<file path="src/rtl/demux_scheduler.sv">
// demux_scheduler
// Round-robin distributor: deals successive words from one valid/ready input
// stream to NUM_ELEM output channels in cyclic order through a one-word
// holding register. Only the target row of o_o carries data.
//
// Optional feature macro: DEMUX_SCHED_SKIP_EN
//   defined   -> on accept, the word goes to the first ready channel in cyclic
//                order starting at the pointer (busy channels are skipped)
//   undefined -> strict round-robin; no o_ready_i search logic is built
module demux_scheduler #(
  parameter int NUM_ELEM   = 6,
  parameter int ELEM_WIDTH = 8
) (
  input  logic                                 clk_i,
  input  logic                                 rst_ni,
  input  logic                                 flush_i,
  input  logic [ELEM_WIDTH-1:0]                i_i,
  input  logic                                 i_valid_i,
  output logic                                 i_ready_o,
  output logic [NUM_ELEM-1:0][ELEM_WIDTH-1:0]  o_o,
  output logic [NUM_ELEM-1:0]                  o_valid_o,
  input  logic [NUM_ELEM-1:0]                  o_ready_i,
  output logic [$clog2(NUM_ELEM)-1:0]          tgt_o,
  output logic [$clog2(NUM_ELEM)-1:0]          ptr_o
);

  localparam int IDX_W = $clog2(NUM_ELEM);
  localparam int CW    = IDX_W + 1;

  typedef enum logic [0:0] {
    ST_EMPTY = 1'b0,
    ST_FULL  = 1'b1
  } state_t;

  // Next index after v, wrapping explicitly so a non-power-of-two channel
  // count never yields an out-of-range index.
  function automatic logic [IDX_W-1:0] wrap_inc(input logic [IDX_W-1:0] v);
    logic [IDX_W-1:0] r;
    if (v == IDX_W'(NUM_ELEM - 1)) begin
      r = {IDX_W{1'b0}};
    end else begin
      r = v + IDX_W'(1);
    end
    return r;
  endfunction

  state_t                               state_r, state_nxt_s;
  logic [ELEM_WIDTH-1:0]                data_r, data_nxt_s;
  logic [IDX_W-1:0]                     tgt_r, tgt_nxt_s;
  logic [IDX_W-1:0]                     ptr_r, ptr_nxt_s;
  logic [NUM_ELEM-1:0][ELEM_WIDTH-1:0]  o_mat_r, o_mat_nxt_s;
  logic [NUM_ELEM-1:0]                  o_valid_r, o_valid_nxt_s;
  logic [IDX_W-1:0]                     sel_s;
  logic                                 xfer_s;
  logic                                 accept_s;

  // The held word leaves when its own channel is ready; a new word may enter
  // in the same cycle, and never while flushing.
  assign xfer_s    = (state_r == ST_FULL) && o_ready_i[tgt_r];
  assign i_ready_o = !flush_i && ((state_r == ST_EMPTY) || xfer_s);
  assign accept_s  = i_valid_i && i_ready_o;

`ifdef DEMUX_SCHED_SKIP_EN
  logic [CW-1:0] cand_s;

  // Pick the first ready channel in cyclic order from ptr; fall back to ptr.
  always_comb begin
    sel_s  = ptr_r;
    cand_s = {CW{1'b0}};
    for (int i = NUM_ELEM - 1; i >= 0; i--) begin
      cand_s = {1'b0, ptr_r} + CW'(i);
      if (cand_s >= CW'(NUM_ELEM)) begin
        cand_s = cand_s - CW'(NUM_ELEM);
      end else begin
        cand_s = cand_s;
      end
      if (o_ready_i[cand_s[IDX_W-1:0]]) begin
        sel_s = cand_s[IDX_W-1:0];
      end else begin
        sel_s = sel_s;
      end
    end
  end
`else
  // Strict round-robin: the word always goes to the pointer's channel.
  assign sel_s = ptr_r;
`endif

  // State register: synchronous active-low reset, everything else from next-state logic.
  always_ff @(posedge clk_i) begin
    if (!rst_ni) begin
      state_r   <= ST_EMPTY;
      data_r    <= {ELEM_WIDTH{1'b0}};
      tgt_r     <= {IDX_W{1'b0}};
      ptr_r     <= {IDX_W{1'b0}};
      o_mat_r   <= '0;
      o_valid_r <= {NUM_ELEM{1'b0}};
    end else begin
      state_r   <= state_nxt_s;
      data_r    <= data_nxt_s;
      tgt_r     <= tgt_nxt_s;
      ptr_r     <= ptr_nxt_s;
      o_mat_r   <= o_mat_nxt_s;
      o_valid_r <= o_valid_nxt_s;
    end
  end

  // Next-state logic: flush drops the held word; accept wins over a plain transfer.
  always_comb begin
    state_nxt_s = state_r;
    data_nxt_s  = data_r;
    tgt_nxt_s   = tgt_r;
    ptr_nxt_s   = ptr_r;
    if (flush_i) begin
      state_nxt_s = ST_EMPTY;
      data_nxt_s  = {ELEM_WIDTH{1'b0}};
      tgt_nxt_s   = {IDX_W{1'b0}};
      ptr_nxt_s   = {IDX_W{1'b0}};
    end else if (accept_s) begin
      state_nxt_s = ST_FULL;
      data_nxt_s  = i_i;
      tgt_nxt_s   = sel_s;
      ptr_nxt_s   = wrap_inc(sel_s);
    end else if (xfer_s) begin
      state_nxt_s = ST_EMPTY;
      data_nxt_s  = {ELEM_WIDTH{1'b0}};
      tgt_nxt_s   = {IDX_W{1'b0}};
    end else begin
      state_nxt_s = state_r;
    end
  end

  // Output decode from next state so every output leaves a register.
  always_comb begin
    o_mat_nxt_s   = '0;
    o_valid_nxt_s = {NUM_ELEM{1'b0}};
    for (int k = 0; k < NUM_ELEM; k++) begin
      case (state_nxt_s)
        ST_FULL: begin
          if (tgt_nxt_s == IDX_W'(k)) begin
            o_valid_nxt_s[k] = 1'b1;
            o_mat_nxt_s[k]   = data_nxt_s;
          end else begin
            o_valid_nxt_s[k] = 1'b0;
            o_mat_nxt_s[k]   = {ELEM_WIDTH{1'b0}};
          end
        end
        default: begin
          o_valid_nxt_s[k] = 1'b0;
          o_mat_nxt_s[k]   = {ELEM_WIDTH{1'b0}};
        end
      endcase
    end
  end

  assign o_o       = o_mat_r;
  assign o_valid_o = o_valid_r;
  assign tgt_o     = tgt_r;
  assign ptr_o     = ptr_r;

endmodule
</file>
<file path="config.mk">
export PLATFORM = sky130hd
export DESIGN_NAME = demux_scheduler
export DESIGN_NICKNAME = d
export VERILOG_FILES = /design/src/rtl/demux_scheduler.sv
export SDC_FILE = /design/constraint.sdc
export NUM_CORES = 1
export LEC_CHECK = 0
export CAP_MARGIN = 40
export CORE_UTILIZATION = 40
export DETAILED_ROUTE_END_ITERATION = 12
export MAX_ROUTING_LAYER = met4
export PLACE_DENSITY = 0.85
export SLEW_MARGIN = 20
export SYNTH_ARGS = -nofsm -noshare
export SYNTH_HDL_FRONTEND = slang
export SYNTH_SLANG_ARGS = --single-unit
</file>
<file path="constraint.sdc">
create_clock -name clk_i -period 2 [get_ports clk_i]
set_input_delay 0.4 -clock clk_i [delete_from_list [all_inputs] [get_ports clk_i]]
set_output_delay 0.4 -clock clk_i [all_outputs]
set_load 0.05 [all_outputs]
</file>
==> flow_metrics.env, run 1 <==
export IMPL_violations="negative setup slack"
export IMPL_post_synth_cell_area_avg_um2=11.62
export IMPL_fillCellCount=362
export IMPL_relSlewSlack=0.6495
export IMPL_stdcell_area_um2=4163
export IMPL_drc_errors=0
export IMPL_drive_gt1_frac=0.3889
export IMPL_core_rowCount=27
export IMPL_r2r_slack_ps=-70
export IMPL_viasPerCell=5.184
export IMPL_boundaryPins=79
export IMPL_layout_nets=355
export IMPL_worstPathRequired_ps=2260
export IMPL_wire_per_inst_um=17.51
export IMPL_grt_remaining_overflow=0
export IMPL_ctsHoldBuffers=0
export IMPL_whs_ps=610.1
export IMPL_path_class="flip-flop to flip-flop"
export IMPL_cts_made_buffers=9
export IMPL_synth_warnings=0
export IMPL_comb_power_share=0.101
export IMPL_drt_wl_total_mm=7.250
export IMPL_sw_frac_of_total=0.2471
export IMPL_num_vias=2146
export IMPL_synthTopCellsByArea="dfxtp_1 (58%), nor3_1 (5.5%), a32oi_2 (4.1%), nor4_2 (3.7%), nor3_2 (3.4%)"
export IMPL_drtIter0Drc=115
export IMPL_fin_skew_ps=9.926
export IMPL_synth_top_cell_area_share=0.5829
export IMPL_cts_clk_slew_worst_paths_ps=70
export IMPL_p_leak_nw=1.487
export IMPL_die_x_um=78.97
export IMPL_grt_pass1_vias=2050
export IMPL_r2r_cells=9
export IMPL_run_status="finished with violations"
export IMPL_worstReg2RegStart="tgt_o[2]$_SDFF_PN0_"
export IMPL_synth_seq_cells=69
export IMPL_setup_worst_path_start_class="flip-flop"
export IMPL_switchingPower_mw=0.6963
export IMPL_synth_nets=222
export IMPL_grt_start_max_net_pins=17
export IMPL_crit_fanout=12
export IMPL_finalHoldViolations=0
export IMPL_layout_setup_ws_ps=-74.55
export IMPL_hp_start="ptr_o[0]$_SDFFE_PP0P_"
export IMPL_postPlaceCellArea_um2=3615
export IMPL_antennaDiodeCount=0
export IMPL_min_period_ps=2075
export IMPL_synth_area_leader_cell="dfxtp_1"
export IMPL_grt_use_met2=0.3819
export IMPL_place_gp_congestion=0.8277
export IMPL_grt_use_met1=0.2606
export IMPL_rsz0062_at_grt="yes"
export IMPL_arrival_ps=2330
export IMPL_synthDistinctLibCells=39
export IMPL_power_frac_seq=0.493
export IMPL_hpwl_mm=4.533
export IMPL_worstMarginPinSlew_ps=524.2
export IMPL_holdPathStages=2
export IMPL_hold_class="flip-flop to flip-flop"
export IMPL_clk_path_buf_depth=2
export IMPL_clkPwrFrac=0.406
export IMPL_grtUsageMet3=0.06437
export IMPL_ys_seq_area_frac=0.5829
export IMPL_port_buffers=78
export IMPL_worst_ir_drop_vdd_mv=0.4343
export IMPL_die_h_um=78.97
export IMPL_cp_end_kind="flip-flop"
export IMPL_gr_usage_all_layers=0.2303
export IMPL_clock_latency_ps=350
export IMPL_grt_pass1_wl_mm=10.35
export IMPL_grt_busiest_layer="met2"
export IMPL_p_per_area_nw_per_um2=676.8
export IMPL_area_growth_syn_to_layout_pct=75.66
export IMPL_fmax_mhz=482.0
export IMPL_antenna_left=0
export IMPL_holdPathEnd="ptr_o[0]$_SDFFE_PP0P_"
export IMPL_cap_viol_max_count=0
export IMPL_cts_sinks=69
export IMPL_cts_root_buffer="clkbuf_8"
export IMPL_internal_power_mw=2.121
export IMPL_die_area_um2=6236
export IMPL_initial_core_util=0.4226
export IMPL_syn_area_um2=2370
export IMPL_core_area_um2=5608
export IMPL_htree_levels=3
export IMPL_r2r_end="o_o[2]$_SDFF_PN0_"
export IMPL_setup_viol=10
export IMPL_dr_pass1_iters=4
export IMPL_syn_inst=204
export IMPL_tritoncts="built"
export IMPL_antenna_found_initial=0
export IMPL_drv_slew=0
export IMPL_min_period_over_period=1.037
[logic make-up (layout without fill, tap and decap cells)]
group           after synthesis  in the layout  share of synthesized area
compound gates               28             28                     0.1251
xor+xnor                      1              1                   0.003697
buf+inv                      16            154                    0.03748
flops                        69             69                     0.5829
mux                           5              5                    0.02270
simple gates                 85             85                     0.2281
[synthesized netlist by cell type, drive strengths merged]
cell type and instances:
and2 4, a21oi 2, nor2 12, a221o 1
nand2b 5, inv 4, xnor2 1, dfxtp 69
nor3 34, a21boi 1, o22ai 3, o21ai 3
a32oi 8, nand3 1, o221ai 1, nor2b 8
o211a 1, mux2i 5, clkbuf 3, a31oi 1
nor4 16, a21o 1, nand3b 1, nand2 1
or2 3, o21a 1, o211ai 4, o31ai 1
buf 9
[repair_timing]
action,CTS,global route
gates resized for setup,19,35
endpoints found under the setup margin,8,57
setup buffers,3,5
pin swaps,4,7
[sequential cells by signal (all words and copies together), names as in the netlist]
name and count:
data_r 8, o_o 48, o_valid_o 6, ptr_o 3
state_r 1, tgt_o 3
[layer usage]
layer,share of wire,vias up
li1,-,1012
met1,0.42,1031
met2,0.52,80
met3,0.038,23
met4,0.027,0
met5,0,-
[metrics by stage]
stage,setup slack [ps],utilization,power (mW),std cells,TNS (ps)
2_1_floorplan,10.01,-,1.518,204,0
3_3_place_gp,-341.2,0.6446,1.646,390,-15150
3_5_place_dp,-391.0,0.6446,1.650,390,-17540
4_1_cts,-18.24,0.6975,2.776,409,-46.73
5_1_grt,-127.6,0.7423,2.911,414,-1841
6_report,-74.55,0.7423,2.818,414,-368.2
[placed cells by master, fill, tap and decap left out, types with 2 or more instances in the layout]
master	netlist	routed
dfxtp_1	69	66
clkbuf_8	0	10
nor3_2	8	16
dlymetal6s2s_1	0	3
clkinv_2	0	3
a32oi_4	0	4
a32oi_2	6	3
clkdlybuf4s50_1	0	68
buf_6	2	6
buf_4	2	47
mux2i_1	4	2
mux2i_4	0	3
nor4_2	7	11
o211ai_1	3	3
buf_12	0	6
clkinv_4	0	2
nor2_1	12	9
o21ai_1	2	2
nor2_4	0	2
dfxtp_4	0	2
nor4_4	0	4
inv_1	4	4
nand2b_1	5	5
nor3_1	26	18
and2_1	4	4
dlygate4sd2_1	0	4
nor2b_1	8	8
[power groups by stage]
stage / sequential (mW) / combinational [mW] / clock, mW
after floorplan: 1.43 / 0.0855 / 0
after global placement: 1.42 / 0.226 / 0
after detailed placement: 1.42 / 0.230 / 0
after CTS: 1.39 / 0.244 / 1.14
after global routing: 1.39 / 0.296 / 1.22
final: 1.39 / 0.284 / 1.14
[cell type report]
type	instances	area [um2]	share of cell area
Clock buffer	10	137.6	0.03306
Inverter	4	15.01	0.003607
Sequential cell	69	1390	0.3339
Multi-Input combinational cell	119	1174	0.2819
Timing Repair Buffer	134	1294	0.3108
Clock inverter	6	62.56	0.01503
Tap cell	72	90.09	0.02164
[worst max-delay path: stages, from the launching register on]
cell and delay, ps:
dfxtp_4 420, mux2i_4 280, o22ai_4 110, buf_6 140
buf_4 130, o21ai_1 180, nand2_1 130, buf_6 190
buf_12 140, nor4_2 250
[worst max-delay path by stage]
stage	startpoint	end	slack (ps)	cells past startpoint
finish	tgt_o[2]$_SDFF_PN0_	o_o[2]$_SDFF_PN0_	-70	9
detailed placement	o_ready_i[1]	o_o[23]$_SDFF_PN0_	-390	8
global placement	o_ready_i[5]	o_o[47]$_SDFF_PN0_	-340	8
CTS	tgt_o[2]$_SDFF_PN0_	o_o[35]$_SDFF_PN0_	-20	8
global route	tgt_o[2]$_SDFF_PN0_	o_o[2]$_SDFF_PN0_	-130	9
floorplan	tgt_o[2]$_SDFF_PN0_	o_o[32]$_SDFF_PN0_	10	7
Power figures use the tool's default switching activity.
==> run 2: changes to the inputs <==
--- a/config.mk
+++ b/config.mk
@@ -7,6 +7,7 @@
 export LEC_CHECK = 0
 export CAP_MARGIN = 40
 export CORE_UTILIZATION = 40
+export CTS_CLUSTER_DIAMETER = 100
 export DETAILED_ROUTE_END_ITERATION = 12
 export MAX_ROUTING_LAYER = met4
 export PLACE_DENSITY = 0.85
==> results of run 2 <==
Same layout as run 1: the final DEF is identical, and so are final timing and power.
